<file path="src/rtl/peak_event_pkg.sv">
// -----------------------------------------------------------------------------
// peak_event_pkg
//
// Shared constants, types and helper functions for the peak-event logger.
//
// Contents:
//   PE_N, PE_DEPTH, PE_TW  default sample width, FIFO depth, timestamp width
//   PE_HAS_DELTA           1 when PEAK_EVENT_DELTA_EN is defined
//   cnt_w(depth)           width of an occupancy counter that can hold 0..depth
//   rec_w(n, tw)           width of one packed event record
//   cmp_e                  outcome of comparing maximum against prev
//
// Record layout, MSB to LSB: value [N], time [TW], then delta [N] when
// PEAK_EVENT_DELTA_EN is defined.
//
// Configuration macro: PEAK_EVENT_DELTA_EN
// -----------------------------------------------------------------------------
package peak_event_pkg;

  localparam int PE_N     = 10;
  localparam int PE_DEPTH = 8;
  localparam int PE_TW    = 16;

`ifdef PEAK_EVENT_DELTA_EN
  localparam bit PE_HAS_DELTA = 1'b1;
`else
  localparam bit PE_HAS_DELTA = 1'b0;
`endif

  function automatic int cnt_w(input int depth);
    return $clog2(depth + 1);
  endfunction

  function automatic int rec_w(input int n, input int tw);
    return PE_HAS_DELTA ? (2 * n + tw) : (n + tw);
  endfunction

  typedef enum logic [1:0] {
    CMP_EQUAL = 2'd0,
    CMP_RISE  = 2'd1,
    CMP_FALL  = 2'd2
  } cmp_e;

endpackage

</file>
<file path="src/rtl/peak_event_fifo_if.sv">
// -----------------------------------------------------------------------------
// peak_event_fifo_if
//
// Valid/ready event stream carrying the head record of the peak-event FIFO.
//
// Signals:
//   evt_valid  head record presented (FIFO non-empty)
//   evt_ready  consumer accepts the head record
//   evt_value  peak value of the head record
//   evt_time   timestamp of the head record
//   evt_delta  rise amount of the head record (PEAK_EVENT_DELTA_EN only)
//
// Modports: master = event producer (the FIFO), slave = host consumer.
//
// Configuration macro: PEAK_EVENT_DELTA_EN
// -----------------------------------------------------------------------------
interface peak_event_fifo_if
  import peak_event_pkg::*;
#(
  parameter int N  = PE_N,
  parameter int TW = PE_TW
);

  logic          evt_valid;
  logic          evt_ready;
  logic [N-1:0]  evt_value;
  logic [TW-1:0] evt_time;
`ifdef PEAK_EVENT_DELTA_EN
  logic [N-1:0]  evt_delta;
`endif

  modport master (
    output evt_valid,
    output evt_value,
    output evt_time,
`ifdef PEAK_EVENT_DELTA_EN
    output evt_delta,
`endif
    input  evt_ready
  );

  modport slave (
    input  evt_valid,
    input  evt_value,
    input  evt_time,
`ifdef PEAK_EVENT_DELTA_EN
    input  evt_delta,
`endif
    output evt_ready
  );

endinterface

</file>
<file path="src/rtl/sync_fifo.sv">
// -----------------------------------------------------------------------------
// sync_fifo
//
// Single-clock FIFO with a registered head word. The head register always
// holds the oldest entry (or zero when empty), so the read data is stable
// while the consumer stalls and there is no same-cycle fall-through.
//
// A push into a full FIFO is accepted only when a pop happens in the same
// cycle; otherwise it is ignored and the caller decides what to do with it.
//
// Ports:
//   clock, reset  single clock, synchronous active-high reset
//   push, din     write request and data
//   pop           read request (ignored while empty)
//   dout          registered head word
//   full, empty   occupancy flags (count == DEPTH / count == 0)
//   count         entries currently held
// -----------------------------------------------------------------------------
module sync_fifo
  import peak_event_pkg::*;
#(
  parameter int WIDTH = 8,
  parameter int DEPTH = 8
) (
  input  logic                      clock,
  input  logic                      reset,
  input  logic                      push,
  input  logic [WIDTH-1:0]          din,
  input  logic                      pop,
  output logic [WIDTH-1:0]          dout,
  output logic                      full,
  output logic                      empty,
  output logic [cnt_w(DEPTH)-1:0]   count
);

  localparam int AW = (DEPTH > 1) ? $clog2(DEPTH) : 1;
  localparam int CW = cnt_w(DEPTH);

  logic [WIDTH-1:0] mem [DEPTH];
  logic [AW-1:0]    rd_ptr;
  logic [AW-1:0]    wr_ptr;
  logic [AW-1:0]    rd_next;
  logic [CW-1:0]    cnt;
  logic [WIDTH-1:0] head;
  logic [WIDTH-1:0] head_d;
  logic             do_push;
  logic             do_pop;

  assign full  = (cnt == CW'(DEPTH));
  assign empty = (cnt == '0);
  assign count = cnt;
  assign dout  = head;

  // A full FIFO still takes a write when the head leaves in the same cycle:
  // the write lands in the slot being vacated.
  assign do_pop  = pop && !empty;
  assign do_push = push && (!full || do_pop);

  // DEPTH is a power of two, so the pointers wrap by natural overflow.
  assign rd_next = rd_ptr + AW'(1);

  // Next head word: the entry behind the current head on a pop, the incoming
  // word when it becomes the only entry, otherwise unchanged.
  always_comb begin
    // NOTE: every signal assigned here gets a default first; a path that
    // leaves one unassigned would infer a latch.
    head_d = head;
    if (do_pop) begin
      if (cnt > CW'(1)) begin
        head_d = mem[rd_next];
      end else if (do_push) begin
        head_d = din;
      end else begin
        head_d = '0;
      end
    end else if (do_push && empty) begin
      head_d = din;
    end
  end

  // NOTE: the storage array has no reset; entries are only ever read after
  // being written, and leaving it out keeps it mappable to plain RAM.
  always_ff @(posedge clock) begin
    if (do_push) begin
      mem[wr_ptr] <= din;
    end
  end

  always_ff @(posedge clock) begin
    // NOTE: registers use non-blocking assignments so every always_ff sees
    // the pre-edge value of every other register, independent of order.
    if (reset) begin
      rd_ptr <= '0;
      wr_ptr <= '0;
      cnt    <= '0;
      head   <= '0;
    end else begin
      head <= head_d;
      if (do_push) begin
        wr_ptr <= wr_ptr + AW'(1);
      end
      if (do_pop) begin
        rd_ptr <= rd_next;
      end
      case ({do_push, do_pop})
        2'b10:   cnt <= cnt + CW'(1);
        2'b01:   cnt <= cnt - CW'(1);
        default: cnt <= cnt;
      endcase
    end
  end

endmodule

</file>
<file path="src/rtl/peak_event_fifo.sv">
// -----------------------------------------------------------------------------
// peak_event_fifo
//
// Watches the running maximum from the upstream tracker and logs every new,
// larger peak as a {value, timestamp} record in a small FIFO read by a host
// over a valid/ready handshake. Events that arrive while the FIFO is full
// (and nothing leaves in that cycle) are dropped and latch the sticky
// overflow flag.
//
// Ports:
//   clock           single clock, all logic on posedge
//   reset           synchronous, active-high reset
//   maximum         running maximum from the upstream tracker
//   clear_overflow  clears overflow (a same-cycle drop wins)
//   count           entries currently held
//   overflow        sticky: at least one event was dropped
//   evt             event stream (master side of peak_event_fifo_if)
//
// Configuration macro: PEAK_EVENT_DELTA_EN adds evt_delta = maximum - prev
// at detection time, stored per record.
// -----------------------------------------------------------------------------
module peak_event_fifo
  import peak_event_pkg::*;
#(
  parameter int N     = PE_N,
  parameter int DEPTH = PE_DEPTH,
  parameter int TW    = PE_TW
) (
  input  logic                     clock,
  input  logic                     reset,
  input  logic [N-1:0]             maximum,
  input  logic                     clear_overflow,
  output logic [cnt_w(DEPTH)-1:0]  count,
  output logic                     overflow,
  peak_event_fifo_if.master        evt
);

  localparam int RW = rec_w(N, TW);

  logic [TW-1:0] ts;
  logic [N-1:0]  prev;
  cmp_e          cmp;
  logic          push;
  logic          drop;
  logic          full;
  logic          empty;
  logic [RW-1:0] rec_in;
  logic [RW-1:0] rec_out;

  always_comb begin
    cmp = CMP_EQUAL;
    if (maximum > prev) begin
      cmp = CMP_RISE;
    end else if (maximum < prev) begin
      cmp = CMP_FALL;
    end
  end

  assign push = (cmp == CMP_RISE);

  // A full FIFO only loses the event when the head is not leaving this cycle.
  assign drop = push && full && !evt.evt_ready;

`ifdef PEAK_EVENT_DELTA_EN
  assign rec_in = {maximum, ts, maximum - prev};
`else
  assign rec_in = {maximum, ts};
`endif

  sync_fifo #(
    .WIDTH (RW),
    .DEPTH (DEPTH)
  ) u_fifo (
    .clock (clock),
    .reset (reset),
    .push  (push),
    .din   (rec_in),
    .pop   (evt.evt_ready),
    .dout  (rec_out),
    .full  (full),
    .empty (empty),
    .count (count)
  );

  assign evt.evt_valid = !empty;
  assign evt.evt_value = rec_out[RW-1 -: N];
  assign evt.evt_time  = rec_out[RW-N-1 -: TW];
`ifdef PEAK_EVENT_DELTA_EN
  assign evt.evt_delta = rec_out[N-1:0];
`endif

  // prev follows maximum on any change, including a fall (upstream restart)
  // and a dropped event, so a level is never reported twice.
  always_ff @(posedge clock) begin
    if (reset) begin
      ts       <= '0;
      prev     <= '0;
      overflow <= 1'b0;
    end else begin
      ts <= ts + TW'(1);
      if (cmp != CMP_EQUAL) begin
        prev <= maximum;
      end
      if (drop) begin
        overflow <= 1'b1;
      end else if (clear_overflow) begin
        overflow <= 1'b0;
      end
    end
  end

endmodule

</file>
<file path="src/flat_wrapper.sv">
// flat-port wrapper written by rule: the top's interface ports become plain ports
module peak_event_fifo_flat import peak_event_pkg::*;
#(
  parameter int N     = PE_N,
  parameter int DEPTH = PE_DEPTH,
  parameter int TW    = PE_TW
)
  (clock, reset, maximum, clear_overflow, count, overflow, evt_evt_valid, evt_evt_value, evt_evt_time, evt_evt_ready);
  peak_event_fifo_if #(.N(N), .TW(TW)) evt_i ();
  input  logic clock;
  input  logic reset;
  input  logic [N-1:0] maximum;
  input  logic clear_overflow;
  output logic [cnt_w(DEPTH)-1:0] count;
  output logic overflow;
  output wire logic [$bits(evt_i.evt_valid)-1:0] evt_evt_valid;
  output wire logic [$bits(evt_i.evt_value)-1:0] evt_evt_value;
  output wire logic [$bits(evt_i.evt_time)-1:0] evt_evt_time;
  input wire logic [$bits(evt_i.evt_ready)-1:0] evt_evt_ready;
  assign evt_evt_valid = evt_i.evt_valid;
  assign evt_evt_value = evt_i.evt_value;
  assign evt_evt_time = evt_i.evt_time;
  assign evt_i.evt_ready = evt_evt_ready;
  peak_event_fifo #(.N(N), .DEPTH(DEPTH), .TW(TW)) u_core (.clock(clock), .reset(reset), .maximum(maximum), .clear_overflow(clear_overflow), .count(count), .overflow(overflow), .evt(evt_i));
endmodule
</file>
<file path="config.mk">
export PLATFORM = sky130hd
export DESIGN_NAME = peak_event_fifo_flat
export DESIGN_NICKNAME = d
export VERILOG_FILES = /design/src/rtl/peak_event_pkg.sv /design/src/rtl/peak_event_fifo_if.sv /design/src/rtl/sync_fifo.sv /design/src/rtl/peak_event_fifo.sv /design/src/flat_wrapper.sv
export SDC_FILE = /design/constraint.sdc
export NUM_CORES = 1
export LEC_CHECK = 0
export BUFFER_PORTS_ARGS = -buffer_cell sky130_fd_sc_hd__clkbuf_2
export CAP_MARGIN = 5
export CORE_MARGIN = 4
export CORE_UTILIZATION = 49
export CTS_BUF_LIST = sky130_fd_sc_hd__clkbuf_8
export DETAILED_ROUTE_END_ITERATION = 6
export PLACE_DENSITY_LB_ADDON = 0.25
export SLEW_MARGIN = 25
export SYNTH_ARGS = -nofsm -noshare
export SYNTH_HDL_FRONTEND = slang
export SYNTH_SLANG_ARGS = --single-unit
</file>
<file path="constraint.sdc">
create_clock -name clock -period 7 [get_ports clock]
set_clock_uncertainty 0.05 [all_clocks]
set_input_delay 1.4 -clock clock [delete_from_list [all_inputs] [get_ports clock]]
set_output_delay 1.4 -clock clock [all_outputs]
set_load 0.02 [all_outputs]
</file>
==> qor.csv, run 1 <==
metric,value,unit
antenna_found_initial,0,
cts_tree,yes,
cts.path.max_buffers,3,
p_seq_frac,0.410,
critPathBufInv,2,
worstSetupEndpointType,register,
pwr_density_cell,364,nW/um^2
synth_edf_count,208,
viasPerCell,6.22,
drt-met1-wl,11900,um
rows,56,
worstSkewPairLatency,0.54,ns
synthFlopType,edfxtp_1,
synth_area,11800,sq um
drv_cap,0,
synth_seq_area_share,0.638,
p_total,4780,uW
setup_viol,0,
cp-start-kind,input port,
slew_violations,0,
antenna_cells,0,
overflow,0,
syn_nets,818,
ctsResizeCount,0,
drive_above_1_share,0.253,
die_h,163,um
crit_family,compound AO/OA/AOI/OAI gates,
combinationalPowerShare,0.325,
grt_pass1_vias,7752,
critPathKind,input port to register,
num_vias,7387,
status,finished clean,
grt_max_degree,55,
min_path_type,register to register,
netlist_top_cells_area,"edfxtp_1, dfxtp_1, mux4_2",
coreArea,23500,sq um
met2_length,14300,um
wl,28900,um
h-tree-depth,2,
finalWorstSetupSlack,2.59,ns
root_buffer,clkbuf_8,
nets,865,
route.detailed.drc,0,
cp_max_fo,29,
cpPeakStageDelay,0.63,ns
dr.pass1.iters,6,
p_switching,1650,uW
wl_per_cell,24.3,um
tns,0,ns
synth_top_cell_area_share,0.531,
critPathSlowestCell,a211o_2,
gp_congestion,0.798,
finalCriticalPeriod,4.41,ns
finalCritPeriodShare,0.630,
die_width,163,um
hold_violations,0,
clock.fmax,227,MHz
numPortBuffers,45,
initial_utilization,0.500,
worst_pin_slew,0.988,ns
clock-sinks,271,
yosys.area.top_type,edfxtp_1,
grt_pass1_wl,45100,um
cp.arrival,4.76,ns
dp_slack,2.05,ns
finalCoreUtilization,0.558,
topRoutingLayerUsed,met4,
ant_nets,0,
leakagePower,0.00445,uW
cts_hold_buffers,0,
ir_drop,0.000258,V
yosys_warnings,0,
p_int,3140,uW
post-cts-setup-buffers,0,
whs,0.424,ns
worstPathRequired,7.34,ns
drt-initial-drc-count,621,
synth-seq-cells,271,
wl_met3,2170,um
dieArea,26500,sq um
netlist_instances,787,
ys_types,52,
area_growth,11.8,%
postSynthAreaPerCell,14.9,sq um
synthArstFlopShare,0,
cts_buffers,44,
path_cells,"clkbuf_2, ha_1, a21oi_1, o21ai_0, a211o_2, and3_1, inv_1, ha_1, or4b_2, a21oi_1, xnor2_1, nor2_1",
rsz0062_at_grt,false,
clk_pin_slew,0.06,ns
max_slew_margin,0.341,
p_sw_frac,0.345,
p_clk_frac,0.265,
io_pins,46,
track_usage,0.221,
dp_hpwl,16100,um
layout by cell type, fill, tap and decap left out, drive strengths merged, types with 2 or more instances in the layout:
cell / Yosys / layout
nand4: 6 / 6
dfxtp: 63 / 63
nor3b: 2 / 2
nor3: 5 / 5
xnor2: 15 / 15
o211ai: 26 / 26
nor4: 2 / 2
o21ai: 15 / 15
a31oi: 26 / 26
and3: 28 / 28
nor2: 51 / 51
nor4b: 2 / 2
mux2: 2 / 2
nand3: 15 / 15
a21oi: 18 / 18
inv: 40 / 62
clkbuf: 43 / 93
or3: 6 / 6
nor2b: 4 / 4
nand2b: 3 / 3
clkinv: 0 / 9
a211oi: 3 / 3
a221oi: 26 / 26
edfxtp: 208 / 208
buf: 26 / 25
and4: 2 / 2
ha: 17 / 17
mux2i: 3 / 3
o2111ai: 52 / 52
mux4: 52 / 52
xor2: 4 / 4
nand2: 13 / 13
kinds of logic after synthesis:
family / Yosys count / share of synthesized area
flip-flops: 271 / 0.638
AO/OA/AOI/OAI: 170 / 0.120
AND/OR/NAND/NOR: 144 / 0.0640
buffers and inverters: 109 / 0.0418
multiplexers: 57 / 0.104
XOR/XNOR: 19 / 0.0141
adder cells (fa/ha/maj): 17 / 0.0181
worst register-to-register path, cell delays in order, from the launching register on:
cell and delay [ns]:
dfxtp_1 0.34, inv_1 0.05, ha_1 0.30, a21oi_1 0.14
o21ai_0 0.20, a211o_2 0.63, and3_1 0.37, inv_1 0.20
ha_1 0.28, or4b_2 0.61, a21oi_1 0.19, xnor2_1 0.13
nor2_1 0.05
cell usage after synthesis, drive strengths merged (2+ instances only):
library cell and instances:
nand2 13, o211ai 26, nor3b 2, mux2 2, o2111ai 52, nor4b 2, edfxtp 208, a31oi 26
nand3 15, nand2b 3, inv 40, and3 28, xor2 4, dfxtp 63, a21oi 18, a211oi 3
and4 2, mux2i 3, nand4 6, nor2b 4, nor4 2, ha 17, nor3 5, a221oi 26
xnor2 15, buf 26, mux4 52, or3 6, clkbuf 43, o21ai 15, nor2 51
state kept, by name, summed over array words and instances (netlist names):
register / cells
u_core.u_fifo.mem: 208
u_core.u_fifo.dout: 26
u_core.ts: 16
u_core.prev: 10
u_core.u_fifo.count: 4
u_core.u_fifo.rd_ptr: 3
u_core.u_fifo.wr_ptr: 3
u_core.overflow: 1
metal layers:
layer  track usage  vias up
li1              -     3253
met3        0.0370       57
met5             0        -
met2         0.374      312
met1         0.301     3765
met4        0.0599        0
final timing paths:
| check | startpoint | slack, ns | cells after the start | end |
|---|---|---|---|---|
| max | maximum[9] | 2.59 | 12 | u_core.u_fifo.count[3] |
| min | u_core.prev[5] | 0.42 | 2 | u_core.prev[5] |
| min reg2reg | u_core.prev[5] | 0.42 | 2 | u_core.prev[5] |
| max reg2reg | u_core.prev[7] | 3.30 | 12 | u_core.u_fifo.count[3] |
power by group through the flow:
stage	logic, uW	registers (uW)	clock network [uW]
floorplan	1120	2020	0
global placement	1540	1990	0
detailed placement	1570	2000	0
CTS	1570	1970	1290
global route	1670	1980	1360
finish	1550	1960	1270
cell type report:
cell class / count / area [sq um]
timing repair buffer: 70 / 413
clock inverter: 32 / 150
inverter: 40 / 150
clock buffer: 48 / 661
fill: 1947 / 10400
tap: 319 / 399
sequential: 271 / 7510
multi-input combinational: 407 / 3860
per-stage QoR:
stage	area [sq um]	instances
after floorplan	11800	787
after global placement	12300	1107
after detailed placement	12300	1107
after CTS	13100	1187
after global routing	13100	1187
final	13100	1187
Power figures use the tool's default switching activity.
==> inputs of run 2 (changes only) <==
Clock period 7 ns to 4.2 ns, I/O delays scaled along.
==> qor.csv, run 2 (same netlist as run 1, synthesis figures left out) <==
metric,value,unit,change
tns,0,ns,unchanged
clock.fmax,301,MHz,
root_buffer,clkbuf_8,,
cp-start-kind,input port,,
route.detailed.drc,0,,unchanged
grt_max_degree,57,,+3.6%
final_cells,1201,,+1.2%
cts_buffers,45,,+2.3%
io_pins,46,,unchanged
reg2reg_from,u_core.prev[9],,
ant_nets,0,,unchanged
dieArea,26500,sq um,unchanged
critPathKind,input port to register,,
finalCritPeriodShare,0.792,,
fillers,1896,,-2.6%
wl,29200,um,+1.1%
overflow,0,,unchanged
dp.cells,1119,,+1.1%
grt_pass1_vias,7676,,-0.98%
status,finished clean,,
ctsResizeCount,0,,unchanged
die_h,163,um,unchanged
cp_max_fo,12,,-59%
drive_above_1_share,0.270,,+0.0164
pwr_density_cell,604,nW/um^2,+66%
viasPerCell,6.19,,-0.48%
whs,0.426,ns,+0.00195 ns
track_usage,0.223,,+0.00194
mostFrequentLayoutCells,"edfxtp_1, dfxtp_1, mux4_2, o2111ai_1",,
final_common_cell,edfxtp_1,,
antenna_cells,0,,unchanged
hp-start,u_core.prev[1],,
grt_pass1_wl,45100,um,about the same
p_total,8030,uW,+68%
worstPathRequired,4.54,ns,-2.80 ns
cts_tree,yes,,
largest_reg_flops,208,,unchanged
rows,56,,unchanged
drt-initial-drc-count,654,,+5.3%
numPortBuffers,45,,unchanged
fin_area,13300,sq um,+1.1%
nets,879,,+1.6%
h-tree-depth,2,,unchanged
regMostFlops,u_core.u_fifo.mem,,
critPathBufInv,2,,unchanged
worstSetupEndpointType,register,,
critPathSlowestCell,or4b_2,,
die_width,163,um,unchanged
gp_congestion,0.847,,+6.1%
drv_cap,0,,unchanged
post-cts-setup-buffers,0,,unchanged
cts_hold_buffers,0,,unchanged
wl_per_cell,24.3,um,-0.11%
finalCriticalPeriod,3.33,ns,
max_slew_margin,0.327,,-0.0142
slew_violations,0,,unchanged
leakagePower,0.00450,uW,+1.1%
cpPeakStageDelay,0.59,ns,-0.04 ns
hold_violations,0,,unchanged
ir_drop,0.000480,V,+86%
dp_hpwl,17000,um,+5.6%
rsz0062_at_grt,false,,
cp.arrival,3.67,ns,-1.09 ns
initial_utilization,0.500,,unchanged
worstSkewPairLatency,0.54,ns,about the same
dr.pass1.iters,5,,-1
dpl_cell_area,12400,sq um,+0.94%
setup_viol,0,,unchanged
path_cells,"clkbuf_2, ha_1, a21oi_1, o21ai_0, a211o_2, and3_1, inv_1, ha_1, or4b_2, a21oi_1, xnor2_1, nor2_1",,
clock-sinks,271,,unchanged
clk_pin_slew,0.06,ns,about the same
antenna_found_initial,0,,unchanged
area_growth,13.0,%,
critPathLaunch,maximum[9],,
crit_family,compound AO/OA/AOI/OAI gates,,
cts.path.max_buffers,3,,unchanged
coreArea,23500,sq um,unchanged
worst_pin_slew,1.00,ns,+0.0129 ns
num_vias,7438,,+0.69%
min_path_type,register to register,,
-- run 2: cell count changes in the layout (fill, tap and decap cells not counted), moves of 2 or more --
cell	delta
clkbuf_8	+2
inv_1	-12
clkinv_2	+5
nor4b_2	-2
buf_4	+12
nor4b_4	+2
clkinv_1	+7
-- run 2: path summary, 6_finish.rpt --
check,cells after the start,slack (ns),endpoint
hold / removal,2,0.43,u_core.prev[1]
setup / recovery,12,0.87,u_core.u_fifo.count[3]
hold reg to reg,2,0.43,u_core.prev[1]
setup reg to reg,12,1.03,u_core.u_fifo.count[3]
-- run 2: cell type report --
class	instances	area (sq um)	area share
Clock buffer	50	688	0.0518
Clock inverter	31	126	0.00951
Inverter	40	150	0.0113
Multi-Input combinational cell	407	3880	0.292
Sequential cell	271	7510	0.565
Tap cell	319	399	0.0300
Timing Repair Buffer	83	531	0.0399
-- run 2: report_power, final --
group / internal, uW / switching [uW] / leakage, uW
combinational: 1030 / 1650 / 0.00159
sequential: 3120 / 124 / 0.00245
clock: 1090 / 1010 / 0.000464
total: 5240 / 2780 / 0.00450
-- run 2: per-stage QoR --
step	setup slack (ns)	utilization
finish	0.873	0.564
global route	0.742	0.564
CTS	0.949	0.563
detailed placement	0.343	0.529
global placement	0.481	0.529
floorplan	-0.526	-
-- run 2: worst min-delay path: cells and delay by family (launching register included) --
kind	cells	cell delay [ns]
DFF	1	0.31
and+or+nand+nor	1	0.06
AOI/OAI and AO/OA	1	0.05
-- run 2: metal layers --
layer  share of wire  vias to the layer above  global-route usage
met4           0.025                        0              0.0698
met1            0.40                     3761               0.295
met2            0.49                      327               0.372
li1                -                     3295                   -
met5               0                        -                   0
met3           0.079                       55              0.0491
==> inputs of run 3 (changes only) <==
Clock period 4.2 ns to 2.7 ns, I/O delays scaled along.
==> qor.csv, run 3 (same netlist as run 1, synthesis figures left out) <==
metric,value,unit,change
cp.arrival,2.82,ns,-0.85 ns
coreArea,23500,sq um,unchanged
dieArea,26500,sq um,unchanged
root_buffer,clkbuf_8,,
leakagePower,0.00483,uW,+7.3%
cts_tree,yes,,
clock-sinks,271,,unchanged
holdPathEnd,u_core.overflow,,
ant_nets,0,,unchanged
antenna_found_initial,0,,unchanged
track_usage,0.224,,+0.000890
max_slew_margin,0.361,,+0.0339
regMostFlops,u_core.u_fifo.mem,,
reg2reg_from,u_core.prev[7],,
ff2ff_path_depth,12,,unchanged
antenna_cells,0,,unchanged
rsz0062_at_grt,true,,
pwr_density_cell,933,nW/um^2,+54%
initial_utilization,0.500,,unchanged
cpPeakStageDelay,0.34,ns,-0.25 ns
worst_pin_slew,0.952,ns,-0.0498 ns
whs,0.277,ns,-0.149 ns
viasPerCell,6.17,,-0.42%
grt_pass1_wl,45800,um,+1.7%
mostFrequentLayoutCells,"edfxtp_1, buf_4, dfxtp_1",,
overflow,0,,unchanged
clk_pin_slew,0.06,ns,about the same
hold_violations,0,,unchanged
die_width,163,um,unchanged
worstSkewPairLatency,0.54,ns,about the same
fillers,1805,,-4.8%
dpl_cell_area,12900,sq um,+3.5%
rows,56,,unchanged
cts.path.max_buffers,3,,unchanged
drt-initial-drc-count,675,,+3.2%
h-tree-depth,2,,unchanged
largest_reg_flops,208,,unchanged
status,finished clean,,
fin_area,14000,sq um,+5.6%
r2r-end,u_core.u_fifo.mem[1][2],,
critPathKind,register to register,,
drv_cap,0,,unchanged
finalCritPeriodShare,0.971,,
cts_hold_buffers,0,,unchanged
cp-start-kind,register,,
grt_max_degree,57,,unchanged
dp_hpwl,17700,um,+3.9%
finalCriticalPeriod,2.62,ns,
holdPathStages,3,,+1
worstPathRequired,2.90,ns,-1.64 ns
final_cells,1245,,+3.7%
path_cells,"inv_2, ha_4, nand4_1, buf_4, a211oi_4, a211o_2, and3_4, clkinv_4, buf_8, nor4b_4, buf_6, clkbuf_16",,
wl_per_cell,23.8,um,-2.2%
area_growth,19.3,%,
slew_violations,0,,unchanged
hp-start,clear_overflow,,
critPathSlowestCell,dfxtp_2,,
io_pins,46,,unchanged
r2r_setup_slack,0.08,ns,-0.95 ns
drive_above_1_share,0.339,,+0.0693
wl,29600,um,+1.4%
die_h,163,um,unchanged
setup_viol,0,,unchanged
p_total,13100,uW,+63%
nets,923,,+5.0%
cp_max_fo,6,,-6
tns,0,ns,unchanged
dp.cells,1156,,+3.3%
cts_buffers,43,,-4.4%
gp_congestion,0.893,,+5.4%
num_vias,7678,,+3.2%
final_common_cell,edfxtp_1,,
route.detailed.drc,0,,unchanged
ir_drop,0.000524,V,+9.1%
grt_pass1_vias,7969,,+3.8%
min_path_type,input port to register,,
worstSetupEndpointType,register,,
clock.fmax,382,MHz,
dr.pass1.iters,5,,unchanged
numPortBuffers,45,,unchanged
==> run 3: final cells by class <==
type / count / area [sq um] / area share
inverters: 40 / 155 / 0.0111
flip-flops and latches: 271 / 7520 / 0.536
clock inverters: 27 / 188 / 0.0134
multi-input cells: 407 / 4050 / 0.288
repair buffers: 129 / 1010 / 0.0719
well taps: 319 / 399 / 0.0284
clock buffers: 52 / 716 / 0.0510
==> run 3: worst max-delay path by stage <==
| stage | start | endpoint |
|---|---|---|
| final | u_core.prev[7] | u_core.u_fifo.mem[1][2] |
| after global routing | u_core.prev[7] | u_core.u_fifo.mem[1][2] |
| after CTS | u_core.prev[3] | u_core.u_fifo.count[3] |
| after detailed placement | maximum[5] | u_core.u_fifo.count[3] |
| after global placement | maximum[5] | u_core.u_fifo.count[3] |
| after floorplan | maximum[8] | u_core.u_fifo.mem[5][0] |
==> run 3: power breakdown <==
group / total, uW / leakage [uW] / switching [uW] / internal, uW
Sequential: 5040 / 0.00245 / 188 / 4850
Combinational: 4460 / 0.00186 / 2620 / 1840
Clock: 3600 / 0.000524 / 1570 / 2030
==> run 3: timing repair <==
action                                  4_1_cts  5_1_grt
resized for setup                            24       17
pin swaps                                     4       10
setup buffers                                 2        5
cloned                                        2        1
endpoints found under the setup margin       80      147
==> run 3: layer usage <==
metal  part of all wire  GRT usage  wire (um)
met1               0.39      0.286      11600
met2               0.51      0.385      15000
met3              0.070     0.0407       2060
met5                  0          0          0
met4              0.030     0.0823        884
==> run 3: through the flow <==
step	setup slack, ns	util
after global routing	-0.0257	0.596
after floorplan	-0.551	-
after CTS	0.00180	0.592
after detailed placement	-0.438	0.547
after global placement	-0.390	0.547
final	0.0796	0.596
==> run 3: critical path: cells and delay by family, from the launching register on <==
family	cells	cell delay [ns]
flops	1	0.34
simple gates	3	0.59
buf+inv	6	0.77
compound gates	2	0.34
fa+ha+maj	1	0.26
